## src/rtl/fetch_pkg.sv

```systemverilog
// fetch_pkg: shared definitions for the fetch/execute sequencer.
// Holds the FSM state encoding and the default sizing parameters.
package fetch_pkg;

   // Default program address width (matches the PC width).
   localparam int unsigned DEF_AW      = 11;
   // Default instruction width.
   localparam int unsigned DEF_IW      = 12;
   // Default fetch timeout in cycles (legal range 1..255).
   localparam int unsigned DEF_TIMEOUT = 255;
   // Watchdog counter width; wide enough for the largest timeout.
   localparam int unsigned WD_W        = 8;

   typedef enum logic [1:0] {
      ST_IDLE  = 2'd0,
      ST_FETCH = 2'd1,
      ST_EXEC  = 2'd2,
      ST_ERR   = 2'd3
   } fetch_state_e;

endpackage

```

## src/rtl/fetch_watchdog.sv

```systemverilog
// fetch_watchdog: counts FETCH cycles that wait for acknowledge.
// Ports: clk4/reset, clear (restart), count (one waiting cycle),
// expired (this waiting cycle is the last one allowed).
module fetch_watchdog
   import fetch_pkg::*;
#(
   parameter int unsigned LIMIT = DEF_TIMEOUT
) (
   input  logic clk4,
   input  logic reset,
   input  logic clear,
   input  logic count,
   output logic expired
);

   localparam logic [WD_W-1:0] LAST = WD_W'(LIMIT - 1);

   logic [WD_W-1:0] cnt;

   always_ff @(posedge clk4) begin
      if (reset || clear) begin
         cnt <= '0;
      end else if (count) begin
         cnt <= cnt + 1'b1;
      end
   end

   // The counter would reach LIMIT at this edge: the fetch has run out.
   assign expired = count && (cnt == LAST);

endmodule

```

## src/rtl/fetch_ctrl.sv

```systemverilog
// fetch_ctrl: IDLE/FETCH/EXEC/ERR sequencer for program fetch.
// Ports: clk4, reset, run, stall, pc in; mem_req/mem_addr out,
// mem_ack/mem_data in; inst, inst_valid, pc_step, fetch_err,
// retired (16-bit completed-instruction count) out.
module fetch_ctrl
   import fetch_pkg::*;
#(
   parameter int unsigned AW             = DEF_AW,
   parameter int unsigned IW             = DEF_IW,
   parameter int unsigned TIMEOUT_CYCLES = DEF_TIMEOUT
) (
   input  logic          clk4,
   input  logic          reset,
   input  logic          run,
   input  logic          stall,
   input  logic [AW-1:0] pc,
   output logic          mem_req,
   output logic [AW-1:0] mem_addr,
   input  logic          mem_ack,
   input  logic [IW-1:0] mem_data,
   output logic [IW-1:0] inst,
   output logic          inst_valid,
   output logic          pc_step,
   output logic          fetch_err,
   output logic [15:0]   retired
);

   fetch_state_e state;
   fetch_state_e state_nxt;

   logic wd_clear;
   logic wd_count;
   logic wd_expired;

   fetch_watchdog #(
      .LIMIT (TIMEOUT_CYCLES)
   ) u_wd (
      .clk4    (clk4),
      .reset   (reset),
      .clear   (wd_clear),
      .count   (wd_count),
      .expired (wd_expired)
   );

   always_ff @(posedge clk4) begin
      if (reset) begin
         state   <= ST_IDLE;
         inst    <= '0;
         retired <= '0;
      end else begin
         state <= state_nxt;
         // Acks outside FETCH never touch the instruction register.
         if (state == ST_FETCH && mem_ack) begin
            inst <= mem_data;
         end
         if (pc_step) begin
            retired <= retired + 16'd1;
         end
      end
   end

   always_comb begin
      state_nxt  = state;
      mem_req    = 1'b0;
      mem_addr   = '0;
      inst_valid = 1'b0;
      pc_step    = 1'b0;
      fetch_err  = 1'b0;
      wd_count   = 1'b0;
      unique case (state)
         ST_IDLE: begin
            if (run) begin
               state_nxt = ST_FETCH;
            end
         end
         ST_FETCH: begin
            mem_req  = 1'b1;
            mem_addr = pc;
            wd_count = !mem_ack;
            // An ack on the last allowed cycle still wins.
            if (mem_ack) begin
               state_nxt = ST_EXEC;
            end else if (wd_expired) begin
               state_nxt = ST_ERR;
            end
         end
         ST_EXEC: begin
            inst_valid = 1'b1;
            if (!stall) begin
               pc_step   = 1'b1;
               state_nxt = run ? ST_FETCH : ST_IDLE;
            end
         end
         ST_ERR: begin
            fetch_err = 1'b1;
         end
         default: begin
            state_nxt = ST_IDLE;
         end
      endcase
      // Reset dominates: nothing leaves the block during a reset cycle.
      if (reset) begin
         state_nxt  = ST_IDLE;
         mem_req    = 1'b0;
         mem_addr   = '0;
         inst_valid = 1'b0;
         pc_step    = 1'b0;
         fetch_err  = 1'b0;
         wd_count   = 1'b0;
      end
   end

   // Restart the timeout on every entry into FETCH.
   assign wd_clear = (state != ST_FETCH) && (state_nxt == ST_FETCH);

endmodule

```

## config.mk

```make
export PLATFORM = sky130hd
export DESIGN_NAME = fetch_ctrl
export DESIGN_NICKNAME = d
export VERILOG_FILES = /design/src/rtl/fetch_pkg.sv /design/src/rtl/fetch_watchdog.sv /design/src/rtl/fetch_ctrl.sv
export SDC_FILE = /design/constraint.sdc
export NUM_CORES = 1
export LEC_CHECK = 0
export CORE_UTILIZATION = 48
export CTS_BUF_LIST = sky130_fd_sc_hd__clkbuf_2 sky130_fd_sc_hd__clkbuf_4 sky130_fd_sc_hd__clkbuf_8
export CTS_CLUSTER_SIZE = 16
export DETAILED_ROUTE_END_ITERATION = 16
export GPL_TIMING_DRIVEN = 0
export PLACE_DENSITY = 0.88
export SLEW_MARGIN = 25
export SYNTH_ARGS = -nofsm -noshare
export SYNTH_HDL_FRONTEND = slang
export SYNTH_SLANG_ARGS = --single-unit
```

## constraint.sdc

```tcl
create_clock -name clk4 -period 3.1 [get_ports clk4]
set_clock_uncertainty 0.2 [all_clocks]
set_input_delay 0.31 -clock clk4 [delete_from_list [all_inputs] [get_ports clk4]]
set_output_delay 0.31 -clock clk4 [all_outputs]
set_load 0.01 [all_outputs]
```

# Word-level counts from Yosys, hierarchy flattened
# Index checks and enable logic that the tools add are counted.
# totals
in_bits,28
regBits,38
word_cells,38
output_inout_bits,43
# op_classes
n_addsub,2
n_mux,20
reduce_logical,6
eq_ne,6
# ops
op,count
$mux W11,2
$add A16 B1 Y16 const B,1
$mux W1,12
$mux W2,5
$add A8 B1 Y8 const B,1
$eq A8 B8 Y1 const B,1
$pmux W2 S3,1
$eq A2 B1 Y1 const B,2
$eq A2 B2 Y1 const B,2
$logic_and A1 B1 Y1,3
$logic_not A2 Y1,1
$ne A2 B1 Y1 const B,1
$logic_not A1 Y1,1
$logic_or A1 B1 Y1,1

# Depth between registers and ports, before layout
# Gate-level depths: netlist of run 1.
# depth
ltp_word,11
depth_mapped,6
mapped_depth_nobuf,5

# Modules after synthesis
# Synthesis of run 1 repeated with hierarchy kept, for this count alone.
# hier_totals
hier_cells,205
hier_area_um2,1716.6
# by_module_without_submodules
module,seq_area_each_um2,n_inst,cells_each,area_per_inst_um2
fetch_ctrl,600.6,1,163,1347.5
fetch_watchdog,160.2,1,42,369.1

# Worst setup path before layout of run 1
# OpenSTA, ideal clock, no wires.
# synth_timing
path_kind,reg2out
from,register state[0]
to,output port mem_addr[1]
arrival_ns,1.478
setup_slack_ns,1.112
required_time_ns,2.590
path_buffers,2
path_stages_with_launch,5
path_cell_list,dfxtp_1 > buf_2 > nor3b_1 > clkbuf_1 > and2_1
# synth_between
elab_chain_cells,3
# synth_rtl
item,line_no,rtl
start: declaration,fetch_ctrl.sv:28,fetch_state_e state;
start signal: assignment,fetch_ctrl.sv:51,state <= state_nxt;
$eq A2 B1 Y1,fetch_ctrl.sv:70,unique case (state)
$mux W11,fetch_ctrl.sv:70,
$mux W11,fetch_ctrl.sv:102,if (reset) begin
end: declaration,fetch_ctrl.sv:18,"output logic [AW-1:0] mem_addr,"
# Every way passes these cells.

# Worst setup path after layout of run 1
# layout_timing
from,input port reset
to,output port mem_addr[1]
# layout_between
elab_chain_cells,1
# layout_rtl
item,line_no,rtl
start: declaration,fetch_ctrl.sv:13,"input logic reset,"
$mux W11,fetch_ctrl.sv:102,
# Every way passes these cells.

==> flow_metrics.py, run 1 <==
metrics = {
    "run_status": {
        "status": "completed",
    },
    "place": {
        "place.gp.congestion": 0.746,
        "io_buffers": 70,
        "hpwlAfterDp_um": 3110,
        "place_inst": 325,
        "dpl_cell_area_mm2": 0.00254,
    },
    "global_route": {
        "grt_usage_pct": 22.2,
        "grt_pass1_vias": 1579,
        "grt_max_degree": 12,
        "grt_first_pass_wirelength_um": 7020,
        "overflow": 0,
        "antenna_found_initial": 0,
    },
    "layout": {
        "drive_gt1_share_pct": 6.64,
        "stdcell_area_mm2": 0.00267,
        "antenna_cells": 0,
        "area_delta_synth_final_pct": 49.3,
        "seqCellArea_um2": 761,
        "stdcell_count": 332,
        "post-route-util_pct": 77.5,
        "final_nets": 317,
        "fillers": 247,
        "multi_input_area_um2": 981,
    },
    "floorplanning": {
        "initial_core_util_pct": 51.9,
        "dieArea_mm2": 0.00397,
        "die_y_um": 63.0,
        "num_rows": 21,
        "pin_count": 71,
        "core_mm2": 0.00344,
        "die_x_um": 63.0,
    },
    "sta": {
        "slew_headroom_pct": 56.8,
        "worstMarginPinSlew_ps": 647,
        "setup_tns_ps": 0,
        "setup_viol": 0,
        "final_max_slew_viol_count": 0,
        "finalCritPeriodShare_pct": 92.9,
        "finalCriticalPeriod_ps": 2880,
        "hold_viol": 0,
        "max_freq_mhz": 347,
        "rsz0062_at_grt": "false",
    },
    "critical_path": {
        "slowest_delay_ps": 550,
        "crit_path_frequent_cell": "clkdlybuf4s50_1",
        "start_kind": "input port",
        "crit_chain": "clkdlybuf4s50_1, buf_6, nor3b_2, clkbuf_1, and2_1, clkdlybuf4s50_1",
        "cp_max_fo": 10,
        "worstPathArrival_ps": 2370,
        "cp.required_ps": 2590,
        "critPathSlowestCell": "clkdlybuf4s50_1",
        "end_kind": "output port",
        "path_class": "input port to output port",
    },
    "hold_path": {
        "hold_path_class": "register to register",
    },
    "logic_synthesis": {
        "syn-mean-instance-area_um2": 8.55,
        "ys_seq_elements": 38,
        "synthXorXnorAreaFrac_pct": 7.84,
        "synth.net_count": 240,
        "synthMuxAreaShare_pct": 0.630,
        "ys_warn_count": 0,
        "synthSimpleGateAreaFrac_pct": 35.1,
        "synthAdderAreaFrac_pct": 2.10,
        "syn_inst": 209,
        "synth_area_mm2": 0.00179,
        "synth_compound_area_share_pct": 8.68,
        "synth_area_leaders": "dfxtp_1, nand2_1, a21oi_1",
        "synth_top_family_by_area": "simple AND/OR/NAND/NOR gates",
        "yosysTopAreaCell": "dfxtp_1",
        "synth_top_area_share_pct": 42.6,
        "synth-seq-area-share_pct": 42.6,
        "ys_types": 38,
    },
    "detailed_routing": {
        "wl_met2_um": 2160,
        "top_layer": "met4",
        "route.antenna.remaining_nets": 0,
        "dr_wl_met3_um": 178,
        "vias": 1705,
        "firstDrtPassIters": 4,
        "finalWirelength_um": 4200,
        "wl_per_cell_um": 12.7,
        "drc_errors": 0,
        "drt_first_iter_violations": 88,
        "m1WireLength_um": 1810,
        "drt-vias-per-instance": 5.14,
    },
    "clock_network": {
        "cts_buffers": 5,
        "h-tree-depth": 2,
        "root_buffer": "clkbuf_8",
        "clk_latency_ps": 290,
        "cts_buffer_depth": 2,
        "cts_setup_buffers": 0,
        "path_clk_slew_ps": 70,
        "cts_tree": "built",
        "cts.sinks": 38,
    },
    "pwr": {
        "p_per_area_mw_per_mm2": 399,
        "leakagePower_nw": 0.969,
        "power.total_mw": 1.06,
        "max-vdd-ir-drop_mv": 0.303,
    },
    "run": {
        "drv_cap": 0,
    },
}
-- cell families after synthesis --
| family | count (synthesis) |
|---|---|
| AO/OA/AOI/OAI | 29 |
| XOR/XNOR | 16 |
| adder cells (fa/ha/maj) | 3 |
| buffers and inverters | 12 |
| flip-flops | 38 |
| multiplexers | 1 |
| AND/OR/NAND/NOR | 110 |
-- sequential cells by signal (all words and copies together) (netlist names) --
signal,count
retired,16
u_wd.cnt,8
inst,12
state,2
-- per-stage QoR --
stage | worst slack (ps) | hold WS (ps)
6_report | 219 | 254
5_1_grt | 108 | 274
4_1_cts | 237 | 256
3_5_place_dp | -16.0 | 246
3_3_place_gp | 67.8 | 242
2_1_floorplan | 1110 | 246
-- placed cells by master, fill, tap and decap left out, types with 2 or more instances in the layout --
master           count
clkdlybuf4s50_1     70
xor2_1              11
nand4_1              4
ha_1                 3
and4b_1              2
o21ai_0              6
a21oi_1             20
clkbuf_1             5
dfxtp_1             38
nand2_1             37
inv_1                3
xnor2_1              5
or3_1                3
nand4b_1             3
clkbuf_8             6
nor2_1              19
nor2b_1              2
nand3_1              7
and2_1              14
and3_1               5
and4_1               2
-- power by group --
part	switching, mW	leakage [nW]	internal, mW
registers	0.00518	0.307	0.497
clock network	0.172	0.0573	0.257
logic	0.0577	0.604	0.0733
total	0.235	0.969	0.828
-- path summary, 6_finish.rpt --
check | from | end | slack, ps | cells past startpoint
worst max-delay path | reset | mem_addr[1] | 220 | 6
worst min-delay path | inst[6] | inst[6] | 250 | 2
worst max register to register | retired[0] | retired[12] | 1160 | 5
worst min register to register | inst[6] | inst[6] | 250 | 2
-- area by class of cell --
class                      count  share of cell area, %
clock inverter                 1                   1.13
inverter                       3                  0.422
tap                           46                   2.16
multi-input combinational    159                   36.8
sequential                    38                   28.5
timing repair buffer          70                   26.3
buffer                         9                   1.64
clock buffer                   6                   3.10
-- worst max-delay path, delay by kind of cell --
family | cells | cell delay, ps
buf+inv | 4 | 1480
simple gates | 2 | 570
-- cell usage after synthesis --
cell and instances:
nand3b_1 1, a21oi_1 20, nand2_1 37, inv_1 3, clkbuf_1 5, and3_1 5, buf_2 1, a211oi_1 1
clkbuf_2 1, mux2_2 1, or3b_4 1, nor3b_1 2, and2_1 14, buf_1 1, nor4_1 1, nand4_1 4
nand3_1 7, and4_1 2, buf_6 1, nor4b_2 1, nand4_2 1, nand4b_1 3, xor2_1 11, nor3b_4 1
dfxtp_1 38, nor2b_1 2, nor4b_4 1, nor3_4 1, xnor2_1 5, o21ai_0 6, or3_1 3, a41o_1 1
nor3_1 1, ha_1 3, nor2_1 19, nand4bb_1 1, o31ai_1 1, and4b_1 2
-- routing by layer --
layer	vias to the layer above	GRT usage, %
met3	8	3.65
met5	-	0
met1	779	25.6
met2	52	40.6
met4	0	7.85
li1	866	-
-- what timing repair did --
action / CTS / global route
setup endpoints to repair: 3 / 0
hold buffers: 0 / 0
resized for setup: 1 / 0
(Power assumes the default switching activity.)
==> run 2: changes to the inputs <==
--- a/config.mk
+++ b/config.mk
@@ -5,12 +5,12 @@
 export SDC_FILE = /design/constraint.sdc
 export NUM_CORES = 1
 export LEC_CHECK = 0
-export CORE_UTILIZATION = 48
+export CORE_UTILIZATION = 45
 export CTS_BUF_LIST = sky130_fd_sc_hd__clkbuf_2 sky130_fd_sc_hd__clkbuf_4 sky130_fd_sc_hd__clkbuf_8
 export CTS_CLUSTER_SIZE = 16
 export DETAILED_ROUTE_END_ITERATION = 16
 export GPL_TIMING_DRIVEN = 0
-export PLACE_DENSITY = 0.88
+export PLACE_DENSITY = 0.84
 export SLEW_MARGIN = 25
 export SYNTH_ARGS = -nofsm -noshare
 export SYNTH_HDL_FRONTEND = slang
==> constraint.sdc (replaced) <==
create_clock -name clk4 -period 2.7 [get_ports clk4]
set_clock_uncertainty 0.2 [all_clocks]
set_input_delay 0.27 -clock clk4 [delete_from_list [all_inputs] [get_ports clk4]]
set_output_delay 0.27 -clock clk4 [all_outputs]
set_load 0.01 [all_outputs]
==> run 2 against run 1 <==
  * Worst hold slack about the same
  * Core utilization decreased by 6.5 points
  * Sequential share of layout area up 0.11 points
  * First-iteration DRC count decreased by 16%
  * Cell area shrank 0.38%
==> flow_metrics.py, run 2 (synthesized netlist as in run 1, its figures left out) <==
metrics = {
    "layout": {
        "stdcell_area_mm2": 0.00266,
        "fillers": 326,
        "drive_gt1_share_pct": 6.99,
        "final_nets": 318,
        "antenna_cells": 0,
        "top_regs": "retired (16), inst (12), u_wd.cnt (8)",
        "area_delta_synth_final_pct": 48.7,
        "post-route-util_pct": 71.0,
        "multi_input_area_um2": 987,
        "largest_register_ffs": 16,
        "seqCellArea_um2": 761,
        "layout_commonest_cell": "clkdlybuf4s50_1",
        "final_cell_mix": "clkdlybuf4s50_1, dfxtp_1, nand2_1",
        "largest-register": "retired",
    },
    "clock_network": {
        "cts_hold_buf": 0,
        "cts.sinks": 38,
        "root_buffer": "clkbuf_8",
        "cts_buffer_depth": 2,
        "path_clk_slew_ps": 70,
        "h-tree-depth": 2,
        "clk_latency_ps": 290,
        "cts_buffers": 5,
        "cts_tree": "built",
    },
    "critical_path": {
        "cp.required_ps": 2230,
        "end_kind": "output port",
        "start_kind": "input port",
        "r2r-start": "state[0]",
        "cp_max_fo": 10,
        "r2r_end": "inst[9]",
        "crit_path_frequent_cell": "clkdlybuf4s50_1",
        "worstPathArrival_ps": 2050,
        "critical-path-top-delay-family": "buffers and inverters",
        "slowest_delay_ps": 560,
        "critPathSlowestCell": "clkdlybuf4s50_1",
        "crit_buf_inv": 4,
        "rrSetupSlack_ps": 760,
        "r2r_cells": 6,
        "crit_chain": "clkdlybuf4s50_1, buf_6, nor3b_4, clkbuf_4, and2_1, clkdlybuf4s50_1",
        "path_class": "input port to output port",
    },
    "place": {
        "dpl_cell_area_mm2": 0.00255,
        "io_buffers": 70,
        "hpwlAfterDp_um": 3030,
        "place.gp.congestion": 0.786,
    },
    "global_route": {
        "grt_max_degree": 11,
        "grt_usage_pct": 20.9,
        "antenna_found_initial": 0,
        "grt_first_pass_wirelength_um": 6900,
        "overflow": 0,
        "grt_pass1_vias": 1596,
    },
    "sta": {
        "hold_viol": 0,
        "slew_headroom_pct": 56.5,
        "rsz0062_at_grt": "false",
        "finalCriticalPeriod_ps": 2520,
        "finalCritPeriodShare_pct": 93.4,
        "worstMarginPinSlew_ps": 651,
        "setup_tns_ps": 0,
        "max_freq_mhz": 396,
        "final_max_slew_viol_count": 0,
        "setup_viol": 0,
    },
    "detailed_routing": {
        "finalWirelength_um": 4150,
        "drc_errors": 0,
        "vias": 1645,
        "firstDrtPassIters": 4,
        "drt-vias-per-instance": 4.93,
        "wl_per_cell_um": 12.4,
        "route.antenna.remaining_nets": 0,
        "drt_first_iter_violations": 74,
    },
    "pwr": {
        "max-vdd-ir-drop_mv": 0.316,
        "p_per_area_mw_per_mm2": 419,
        "leakagePower_nw": 0.964,
    },
    "run": {
        "drv_cap": 0,
    },
    "floorplanning": {
        "pin_count": 71,
        "num_rows": 22,
        "core_mm2": 0.00374,
        "dieArea_mm2": 0.00423,
        "die_y_um": 65.0,
        "die_x_um": 65.0,
        "initial_core_util_pct": 47.7,
    },
    "hold_path": {
        "hold_path_class": "register to register",
        "min_to": "inst[11]",
        "hold_start": "inst[11]",
        "whs_path_depth": 2,
    },
    "run_status": {
        "status": "completed",
    },
}
-- run 2: power breakdown --
part | leakage (nW) | total (mW) | switching [mW] | internal, mW
Combinational | 0.613 | 0.154 | 0.0672 | 0.0869
Clock | 0.0431 | 0.382 | 0.185 | 0.197
Sequential | 0.307 | 0.577 | 0.00585 | 0.571
Total | 0.964 | 1.11 | 0.258 | 0.855
-- run 2: worst max path at each step --
stage	from	end	cells after the start
finish	reset	mem_addr[3]	6
global route	state[0]	mem_addr[3]	5
CTS	reset	mem_addr[3]	6
detailed placement	reset	mem_addr[3]	6
global placement	reset	mem_addr[6]	6
floorplan	state[0]	mem_addr[1]	4
-- run 2: what timing repair did --
action                                  in CTS  in global routing
gates cloned                                 0                  0
endpoints found under the setup margin      12                  5
resized for setup                            3                  2
pin swaps                                    0                  1
setup buffers                                0                  1
-- run 2: final cells by class --
class / count / area share [%]
Clock buffer: 6 / 3.11
Multi-Input combinational cell: 159 / 37.1
Inverter: 3 / 0.424
Buffer: 9 / 1.79
Timing Repair Buffer: 71 / 26.6
Sequential cell: 38 / 28.6
Tap cell: 48 / 2.26
-- run 2: metrics by stage --
step	std cells	setup slack (ps)	hold WS [ps]	power, mW
finish	334	177	254	1.11
global route	334	120	280	1.16
CTS	333	19.0	255	1.12
detailed placement	327	-379	247	0.738
global placement	327	-316	242	0.736
floorplan	209	752	206	0.653
-- run 2: worst register-to-register path, stage by stage (launching register included) --
cell and delay (ps):
dfxtp_1 320, buf_2 240, nor2b_1 280, and2_1 220, clkbuf_1 370, nand2_1 100
a21oi_1 130
-- run 2: routing by layer --
layer,GRT usage [%],vias to the layer above,part of all wire [%]
li1,-,865,-
met1,24.3,732,46
met2,37.2,40,49
met3,4.40,8,3.6
met4,7.88,0,1.4
met5,0,-,0
